## config.mk

```make
export PLATFORM = sky130hd
export DESIGN_NAME = load_store_unit
export DESIGN_NICKNAME = d
export VERILOG_FILES = /design/src/rtl/lsu_pkg.sv /design/src/rtl/load_store_unit_lane.sv /design/src/rtl/load_store_unit.sv
export SDC_FILE = /design/constraint.sdc
export NUM_CORES = 1
export LEC_CHECK = 0
export ABC_CLOCK_PERIOD_IN_PS = 2900
export CAP_MARGIN = 20
export CORE_MARGIN = 2
export CORE_UTILIZATION = 42
export DETAILED_ROUTE_END_ITERATION = 16
export GPL_ROUTABILITY_DRIVEN = 0
export PLACE_DENSITY = 0.83
export SLEW_MARGIN = 10
export SYNTH_ARGS = -nofsm -noshare
export SYNTH_HDL_FRONTEND = slang
export SYNTH_SLANG_ARGS = --single-unit
```

## constraint.sdc

```tcl
create_clock -name clk -period 2.9 [get_ports clk]
set_input_delay 0.29 -clock clk [delete_from_list [all_inputs] [get_ports clk]]
set_output_delay 0.29 -clock clk [all_outputs]
set_load 0.02 [all_outputs]
```

## src/rtl/lsu_pkg.sv

```systemverilog
// Shared definitions for the load/store unit: RV32I width codes, FSM states,
// and the request legality rule applied at acceptance.
// Contents: F3_* funct3 constants, lsu_state_e, access_legal().
package lsu_pkg;

  // RV32I load/store width codes (funct3)
  localparam logic [2:0] F3_B  = 3'd0;
  localparam logic [2:0] F3_H  = 3'd1;
  localparam logic [2:0] F3_W  = 3'd2;
  localparam logic [2:0] F3_BU = 3'd4;
  localparam logic [2:0] F3_HU = 3'd5;

  typedef enum logic [2:0] {
    IDLE     = 3'd0,
    RD_ISSUE = 3'd1,
    RD_WAIT  = 3'd2,
    WR_ISSUE = 3'd3,
    RESP     = 3'd4
  } lsu_state_e;

  // Alignment plus width-code check. Unsigned widths only make sense for loads.
  function automatic logic access_legal(input logic we, input logic [2:0] f3,
                                        input logic [1:0] off);
    logic ok;
    case (f3)
      F3_B:    ok = 1'b1;
      F3_H:    ok = ~off[0];
      F3_W:    ok = (off == 2'b00);
      F3_BU:   ok = ~we;
      F3_HU:   ok = ~we & ~off[0];
      default: ok = 1'b0;
    endcase
    return ok;
  endfunction

endpackage

```

## src/rtl/load_store_unit_lane.sv

```systemverilog
// Purpose: lane extract + sign/zero extend for loads, lane merge for sub-word stores.
// Latency: combinational. Backpressure: none.
// Ports: funct3/byte_off select the lane; rd_word is the memory word, wdata the
//        store data; load_data is the extended load result, merged_word the
//        read-modify-write result (wdata itself for word width).
module lsu_lane
  import lsu_pkg::*;
(
  input  logic [2:0]  funct3,
  input  logic [1:0]  byte_off,
  input  logic [31:0] rd_word,
  input  logic [31:0] wdata,
  output logic [31:0] load_data,
  output logic [31:0] merged_word
);

  logic [7:0]  byte_v;
  logic [15:0] half_v;

  always_comb begin
    byte_v = rd_word[{byte_off, 3'b000} +: 8];
    // Half accesses are always half-aligned, so only byte_off[1] picks the lane.
    half_v = byte_off[1] ? rd_word[31:16] : rd_word[15:0];

    case (funct3)
      F3_B:    load_data = {{24{byte_v[7]}}, byte_v};
      F3_BU:   load_data = {24'd0, byte_v};
      F3_H:    load_data = {{16{half_v[15]}}, half_v};
      F3_HU:   load_data = {16'd0, half_v};
      default: load_data = rd_word;
    endcase

    merged_word = rd_word;
    case (funct3)
      F3_B:    merged_word[{byte_off, 3'b000} +: 8] = wdata[7:0];
      F3_H:    merged_word[{byte_off[1], 4'b0000} +: 16] = wdata[15:0];
      default: merged_word = wdata;
    endcase
  end

endmodule

```

## src/rtl/load_store_unit.sv

```systemverilog
// Purpose: single-outstanding RV32I load/store unit in front of a 1-cycle data memory.
// Latency: accept to resp_valid cycle: illegal 1, word store 2, load 3, sub-word store 4.
// Backpressure: req_ready only in IDLE; the response is a one-cycle pulse, never stalled.
// Ports: req_* request (valid/ready), resp_* completion, mem_* data-memory port.
module load_store_unit
  import lsu_pkg::*;
#(
  parameter int ADDRW = 8
) (
  input  logic        clk,
  input  logic        rst,
  input  logic        req_valid,
  output logic        req_ready,
  input  logic        req_we,
  input  logic [2:0]  req_funct3,
  input  logic [31:0] req_addr,
  input  logic [31:0] req_wdata,
  output logic        resp_valid,
  output logic [31:0] resp_rdata,
  output logic        resp_err,
  output logic        mem_we,
  output logic [31:0] mem_addr,
  output logic [31:0] mem_din,
  input  logic [31:0] mem_dout
);

  lsu_state_e        state_q, state_d;
  logic [ADDRW-1:0]  addr_q, addr_d;
  logic              we_q, we_d;
  logic [2:0]        funct3_q, funct3_d;
  logic [31:0]       data_q, data_d;   // store data, then merged word or load result
  logic              err_q, err_d;

  logic [31:0]       load_data, merged_word, word_addr;
  logic              req_legal;
  logic              unused_addr_hi;

  // Only the low ADDRW address bits reach memory.
  assign unused_addr_hi = ^req_addr;
  assign req_legal      = access_legal(req_we, req_funct3, req_addr[1:0]);

  lsu_lane u_lane (
    .funct3      (funct3_q),
    .byte_off    (addr_q[1:0]),
    .rd_word     (mem_dout),
    .wdata       (data_q),
    .load_data   (load_data),
    .merged_word (merged_word)
  );

  // State and datapath registers
  always_ff @(posedge clk) begin
    if (rst) begin
      state_q  <= IDLE;
      addr_q   <= '0;
      we_q     <= 1'b0;
      funct3_q <= 3'd0;
      data_q   <= 32'd0;
      err_q    <= 1'b0;
    end else begin
      state_q  <= state_d;
      addr_q   <= addr_d;
      we_q     <= we_d;
      funct3_q <= funct3_d;
      data_q   <= data_d;
      err_q    <= err_d;
    end
  end

  // Next state
  always_comb begin
    state_d = state_q;
    case (state_q)
      IDLE: begin
        if (req_valid) begin
          if (!req_legal)                         state_d = RESP;
          else if (req_we && req_funct3 == F3_W)  state_d = WR_ISSUE;
          else                                    state_d = RD_ISSUE;
        end
      end
      RD_ISSUE: state_d = RD_WAIT;
      RD_WAIT:  state_d = we_q ? WR_ISSUE : RESP;
      WR_ISSUE: state_d = RESP;
      RESP:     state_d = IDLE;
      default:  state_d = IDLE;
    endcase
  end

  // Datapath next values
  always_comb begin
    addr_d   = addr_q;
    we_d     = we_q;
    funct3_d = funct3_q;
    data_d   = data_q;
    err_d    = err_q;
    if (state_q == IDLE && req_valid) begin
      addr_d   = req_addr[ADDRW-1:0];
      we_d     = req_we;
      funct3_d = req_funct3;
      data_d   = req_wdata;
      err_d    = ~req_legal;
    end else if (state_q == RD_WAIT) begin
      // mem_dout is valid this cycle: keep either the merged store word or the load result.
      data_d = we_q ? merged_word : load_data;
    end
  end

  // Outputs
  always_comb begin
    word_addr = 32'd0;
    word_addr[ADDRW-1:2] = addr_q[ADDRW-1:2];

    req_ready  = (state_q == IDLE);
    mem_we     = (state_q == WR_ISSUE);
    mem_addr   = 32'd0;
    mem_din    = 32'd0;
    resp_valid = (state_q == RESP);
    resp_err   = 1'b0;
    resp_rdata = 32'd0;
    if (state_q == RD_ISSUE || state_q == WR_ISSUE) mem_addr = word_addr;
    if (state_q == WR_ISSUE)                        mem_din  = data_q;
    if (state_q == RESP) begin
      resp_err = err_q;
      if (!we_q && !err_q) resp_rdata = data_q;
    end
  end

endmodule

```

; After elaboration in Yosys (flattened, before gate mapping)
; Index checks and enable logic that the tools add are counted.
[classes]
add_sub_neg = 2
multipliers = 0
div = 0
n_lt_le_gt_ge = 0
eq_ne = 13
n_shift = 5
muxes = 19
bitwise_logic = 4
reduce_logical = 12
[ops]
columns = op, count
row1 = $mux W32, 6
row2 = $pmux W32 S4, 1
row3 = $bwmux W32, 2
row4 = $pmux W32 S2, 1
row5 = $shift A16 B7 Y32 const A, 1
row6 = $shift A8 B7 Y32 const A, 1
row7 = $shiftx A16 B7 Y32, 1
row8 = $shiftx A32 B6 Y8, 1
row9 = $shiftx A8 B7 Y32, 1
row10 = $mux W16, 1
row11 = $eq A3 B3 Y1 const B, 5
row12 = $neg A5 Y7, 2
row13 = $pmux W3 S4, 1
row14 = $eq A3 B1 Y1 const B, 3
row15 = $eq A3 B2 Y1 const B, 3
row16 = $logic_not A3 Y1, 3
row17 = $mux W3, 3
row18 = $mux W8, 1
row19 = $pmux W1 S5, 1
row20 = $ne A4 B1 Y1 const B, 1
row21 = $logic_and A1 B1 Y1, 3
row22 = $not A1 Y1, 3
row23 = $logic_not A1 Y1, 2
row24 = $logic_not A2 Y1, 1
row25 = other kinds (7), 7
[word_totals]
reg_bits = 48
latchBits = 0
ram_bits = 0
romBits = 0
input_bits = 103
output_inout_bits = 100
wordCells = 61
mem_count = 0

; Logic depth before layout (Yosys ltp)
[depth]
ltp_word = 7
mapped_depth = 10

; Modules after synthesis
; A second synthesis with hierarchy kept.
[hier_totals]
cells_unflattened = 644
area_unflattened_um2 = 4968.5
[modules_own_cells]
columns = module, n_inst, cells_each, area_each_um2, seq_area_each_um2
row1 = load_store_unit, 1, 344, 3085.5, 960.9
row2 = lsu_lane, 1, 300, 1883.1, 0.0

; Least setup slack after synthesis
; Ideal clock, no wire load.
[synth_timing]
path_type = register -> register
from = reg addr_q[1]
to = reg data_q[15]
setup_ps = 86
arrival_time_ps = 2304
required_time_ps = 2814
setup_slack_ps = 510
stages_incl_launch_ff = 11
synth_period_minus_slack_ps = 2390
path_cell_list = dfxtp_1 buf_4 buf_2 inv_1 ha_1 clkbuf_1 nand2_1 nor4b_4 a221oi_1 a211o_1 a221oi_2
[synth_via]
elab_chain_cells = 7
word_cells_on_any_way = 15
cone_classes = 2 x add/sub / 5 x shift / 8 x mux
[synth_rtl]
columns = item, line_no
row1 = "start, declared", load_store_unit.sv:28  ; logic [ADDRW-1:0] addr_q, addr_d;
row2 = "start signal, assigned", load_store_unit.sv:62  ; addr_q <= addr_d;
row3 = $neg A5 Y7 (on tied branches), "load_store_unit_lane.sv:36, load_store_unit_lane.sv:35"
row4 = $shiftx A16 B7 Y32 (tied with other cells), load_store_unit_lane.sv:36  ; F3_H: merged_word[{byte_off[1], 4'b0000} +: 16] = wdata[15:0];
row5 = $bwmux W32 (on tied branches), "load_store_unit_lane.sv:36, load_store_unit_lane.sv:35"
row6 = $pmux W32 S2, load_store_unit_lane.sv:34  ; case (funct3)
row7 = $mux W32 *, load_store_unit.sv:104  ; data_d = we_q ? merged_word : load_data;
row8 = $mux W32 *, load_store_unit.sv:102  ; end else if (state_q == RD_WAIT) begin
row9 = $mux W32 *, load_store_unit.sv:96  ; if (state_q == IDLE && req_valid) begin
row10 = "end signal, assigned", load_store_unit.sv:65  ; data_q <= data_d;
row11 = "end, declared", load_store_unit.sv:31  ; logic [31:0] data_q, data_d;
; Mark *: on every way between the ends. The rest lies on a longest branch, timed or not. The select of a mux whose other input is x is not followed.
; A chain may end at the register's enable or synchronous reset.

; Worst setup path in the final report
[layout_timing]
from = reg state_q[0]
to = out mem_din[1]
[layout_via]
elab_chain_cells = 2
[layout_rtl]
columns = item, line_no
row1 = "start, declared", load_store_unit.sv:27  ; lsu_state_e state_q, state_d;
row2 = "start signal, assigned", load_store_unit.sv:61  ; state_q <= state_d;
row3 = $eq A3 B2 Y1, load_store_unit.sv:121  ; if (state_q == WR_ISSUE) mem_din = data_q;
row4 = $mux W32, load_store_unit.sv:121
row5 = "end, declared", load_store_unit.sv:23  ; output logic [31:0] mem_din,
; No other way between the ends.

==> key figures <==
Pwr
  – Switching pwr: 830 uW
  – Combinational power share: 0.385
  – Leakage: about 2.2 nW
  – VDD IR max: 0.000207 V
  – Tot Pwr: between 2 and 2.5 mW
  – Ratio of total power to cell area: 377 nW/um2
  – Clock share of power: 0.231
  – Sequential share of power: 0.384
  – Internal power: approximately 1.3 mW
  – Switching Share: 0.382

Route
  – Drt pass-1 iters: 5
  – Vias: 4986
  – Final ANT Viol Nets: 0
  – DRC: 0
  – Final WL: 15400 um
  – Drt via density: 6.08
  – WL per Instance: roughly 19 um
  – DRT iter0 DRCs: just under 500

Worst setup path
  – R2r setup slk: 360 ps
  – Kind of cell adding the most delay to the critical path: buffers and inverters
  – Crit start category: flop
  – Worst r2r dst: data_q[9]$_SDFFE_PP0P_
  – CP max FO: 32
  – Required time worst endpoint: 2610 ps
  – RR Startpoint: addr_q[1]$_SDFFE_PP0P_
  – Critical-path top delay cell: clkdlybuf4s50_1
  – Reg2Reg Depth: 7
  – CP Capture Type: output pin
  – Worst path buffer plus inverter count: 2
  – Crit Path Category: reg2out
  – Slowest stage delay, CP: 610 ps
  – WP data arrival: between 2000 and 2500 ps
  – Crit-path cells: nor2b_2 > buf_4 > and3_1 > clkdlybuf4s50_1

Yosys
  – Synthesis Warnings: 0
  – Top_reg_cell synth: dfxtp_1
  – Cell variety after synth: 59
  – Post-synth top area share: 0.231
  – Dominant cell type by area after synthesis: dfxtp_1
  – Post-Syn Area: 4170 um2
  – Synth async-reset ratio: 0
  – Synth top area cells: dfxtp_1 (23%), and2_1 (6.2%), a21oi_1 (6.1%)
  – Synth Register Bits: 48
  – Sequential fraction of the synthesis area: 0.231
  – Synth Instances: 563
  – Number of synthesized flops with an enable pin: 0
  – Syn_area_per_cell: 7.40 um2

Global routing
  – Overall Global Routing Usage: 0.277
  – Total overflow reported by the global router: 0
  – First-pass GRT wire length: roughly 24000 um
  – Largest net degree at the start of global routing: 53
  – Vias in the first global route: 4701
  – Initial antenna violation count: 0

Layout
  – Fillers: around 900
  – Register area: approximately 960 um2
  – # nets final: 794
  – Most frequent cells in the layout: clkdlybuf4s50_1 (151), nor2_1 (56), a21oi_1 (51), dfxtp_1 (47), nand2_1 (46)
  – Inserted Diodes: 0
  – Share of post-route cells with drive strength above 1: 0.0830
  – Multi-input gate area: 2830 um2
  – Commonest non-fill, non-tap cell in the layout: clkdlybuf4s50_1
  – Area grow syn2layout: 38.4%
  – Finished Cell Area: roughly 5800 um2

Min path
  – Worst Hold Launch: addr_q[6]$_SDFFE_PP0P_
  – Worst hold path stage count: 2
  – Worst Hold Class: reg2reg
  – Worst Hold Path EP: addr_q[6]$_SDFFE_PP0P_

STA
  – # setup viols final: 0
  – Peak Freq: between 0.3 and 0.4 GHz
  – Final critical-path share of the clock period: 0.903
  – RSZ-0062 raised after global routing: false
  – Post-Route Setup TNS: 0 ps
  – Slew HR: 0.326
  – Final Hold Viols: 0
  – Slew @ Worst Pin: 1010 ps
  – Worst clock skew: 8.43 ps
  – Tmin final: roughly 2600 ps
  – Slew Viols, Final: 0

Clocking
  – CTS max path bufs: 2
  – H-tree Lvls: 2
  – Root Driver: clkbuf_8
  – Post_cts resized: 0
  – Clock sink count: 48
  – TritonCTS Buffers: 5
  – Clock transition at path regs: 90 ps
  – Worst-Skew Late Latency: 320 ps
  – CTS tree: done
  – Cts hold-fix bufs: 0
  – Setup Fix Bufs, Post-CTS: 0

Place
  – PortBufs: 152
  – Hpwl dp: 11500 um
  – Cell Area, Placed: 5650 um2

Floorplanning
  – Total die area: between 10000 and 15000 um2
  – Die Y: 104 um
  – Initial core utilization: 0.430
  – Die X: 104 um
  – Core Rows: 36
  – I/O pins: 203
  – Core area: between 9000 and 10000 um2

Run status
  – Status: completed

Job
  – MaxCap Viol Count: 0
[worst max path at each step]
| stage | slack (ps) | endpoint | startpoint | cells after the start |
|---|---|---|---|---|
| 3_5_place_dp | 420 | data_q[19]$_SDFFE_PP0P_ | mem_dout[23] | 7 |
| 5_1_grt | 170 | mem_din[1] | state_q[0]$_SDFFE_PP0P_ | 4 |
| 2_1_floorplan | 510 | data_q[15]$_SDFFE_PP0P_ | addr_q[1]$_SDFFE_PP0P_ | 10 |
| 3_3_place_gp | 500 | data_q[16]$_SDFFE_PP0P_ | mem_dout[23] | 7 |
| 4_1_cts | 260 | mem_din[1] | state_q[0]$_SDFFE_PP0P_ | 4 |
| 6_report | 280 | mem_din[1] | state_q[0]$_SDFFE_PP0P_ | 4 |
[sequential cells by signal, indices dropped and copies added (netlist names)]
name	cells
data_q	32
addr_q	8
funct3_q	3
state_q	3
err_q	1
we_q	1
[worst min-delay path: cells and delay by family (launching register included)]
family	cells	cell delay (ps)
compound gates	1	50
flops	1	320
simple gates	1	50
[layout make-up]
class	count	share of cell area
Clock inverter	3	0.00738
Timing Repair Buffer	170	0.287
Tap cell	133	0.0289
Sequential cell	48	0.167
Clock buffer	5	0.0119
Multi-Input combinational cell	450	0.491
Inverter	11	0.00716
[Yosys cell counts (4+ instances only)]
master / number
nor4_1: 9
and2_1: 41
nand3_1: 18
ha_1: 5
nor2b_1: 4
a211oi_2: 5
o22ai_1: 14
nor2_1: 56
a21oi_1: 51
a211oi_1: 17
o21ai_1: 7
a221oi_1: 16
a2111oi_0: 9
and3_1: 34
mux2i_1: 13
a22oi_1: 9
buf_2: 19
nand2b_1: 9
inv_1: 11
clkbuf_1: 29
a2111oi_2: 7
dfxtp_1: 48
a211o_1: 8
o21ai_0: 5
buf_4: 28
nand2_1: 46
[power by group through the flow]
stage | combinational, mW | sequential [mW] | clock [mW]
final | 0.837 | 0.835 | 0.501
after global routing | 0.896 | 0.844 | 0.530
after CTS | 0.821 | 0.831 | 0.500
after detailed placement | 0.815 | 0.847 | 0
after global placement | 0.789 | 0.844 | 0
after floorplan | 0.572 | 0.793 | 0
[cells by family after synthesis]
kind of cell,Yosys count,synth area share
other cells,1,0.000900
flops,48,0.231
mux,14,0.0339
compound gates,166,0.297
buf+inv,90,0.114
simple gates,239,0.309
fa+ha+maj,5,0.0150
[through the flow]
step / hold slack, ps / setup WS (ps) / utilization / instances
6_report: 456 / 282 / 0.595 / 820
5_1_grt: 481 / 169 / 0.595 / 820
4_1_cts: 459 / 262 / 0.595 / 820
3_5_place_dp: 446 / 418 / 0.584 / 812
3_3_place_gp: 439 / 504 / 0.584 / 812
2_1_floorplan: 426 / 510 / - / 588
[per-layer routing]
metal	up-vias	routed length, um	GRT usage
met4	0	831	0.138
li1	2262	-	-
met5	-	0	0
met1	2300	5690	0.324
met3	68	1720	0.0806
met2	356	7160	0.461
Note: power is estimated with default switching activity, not from simulation.
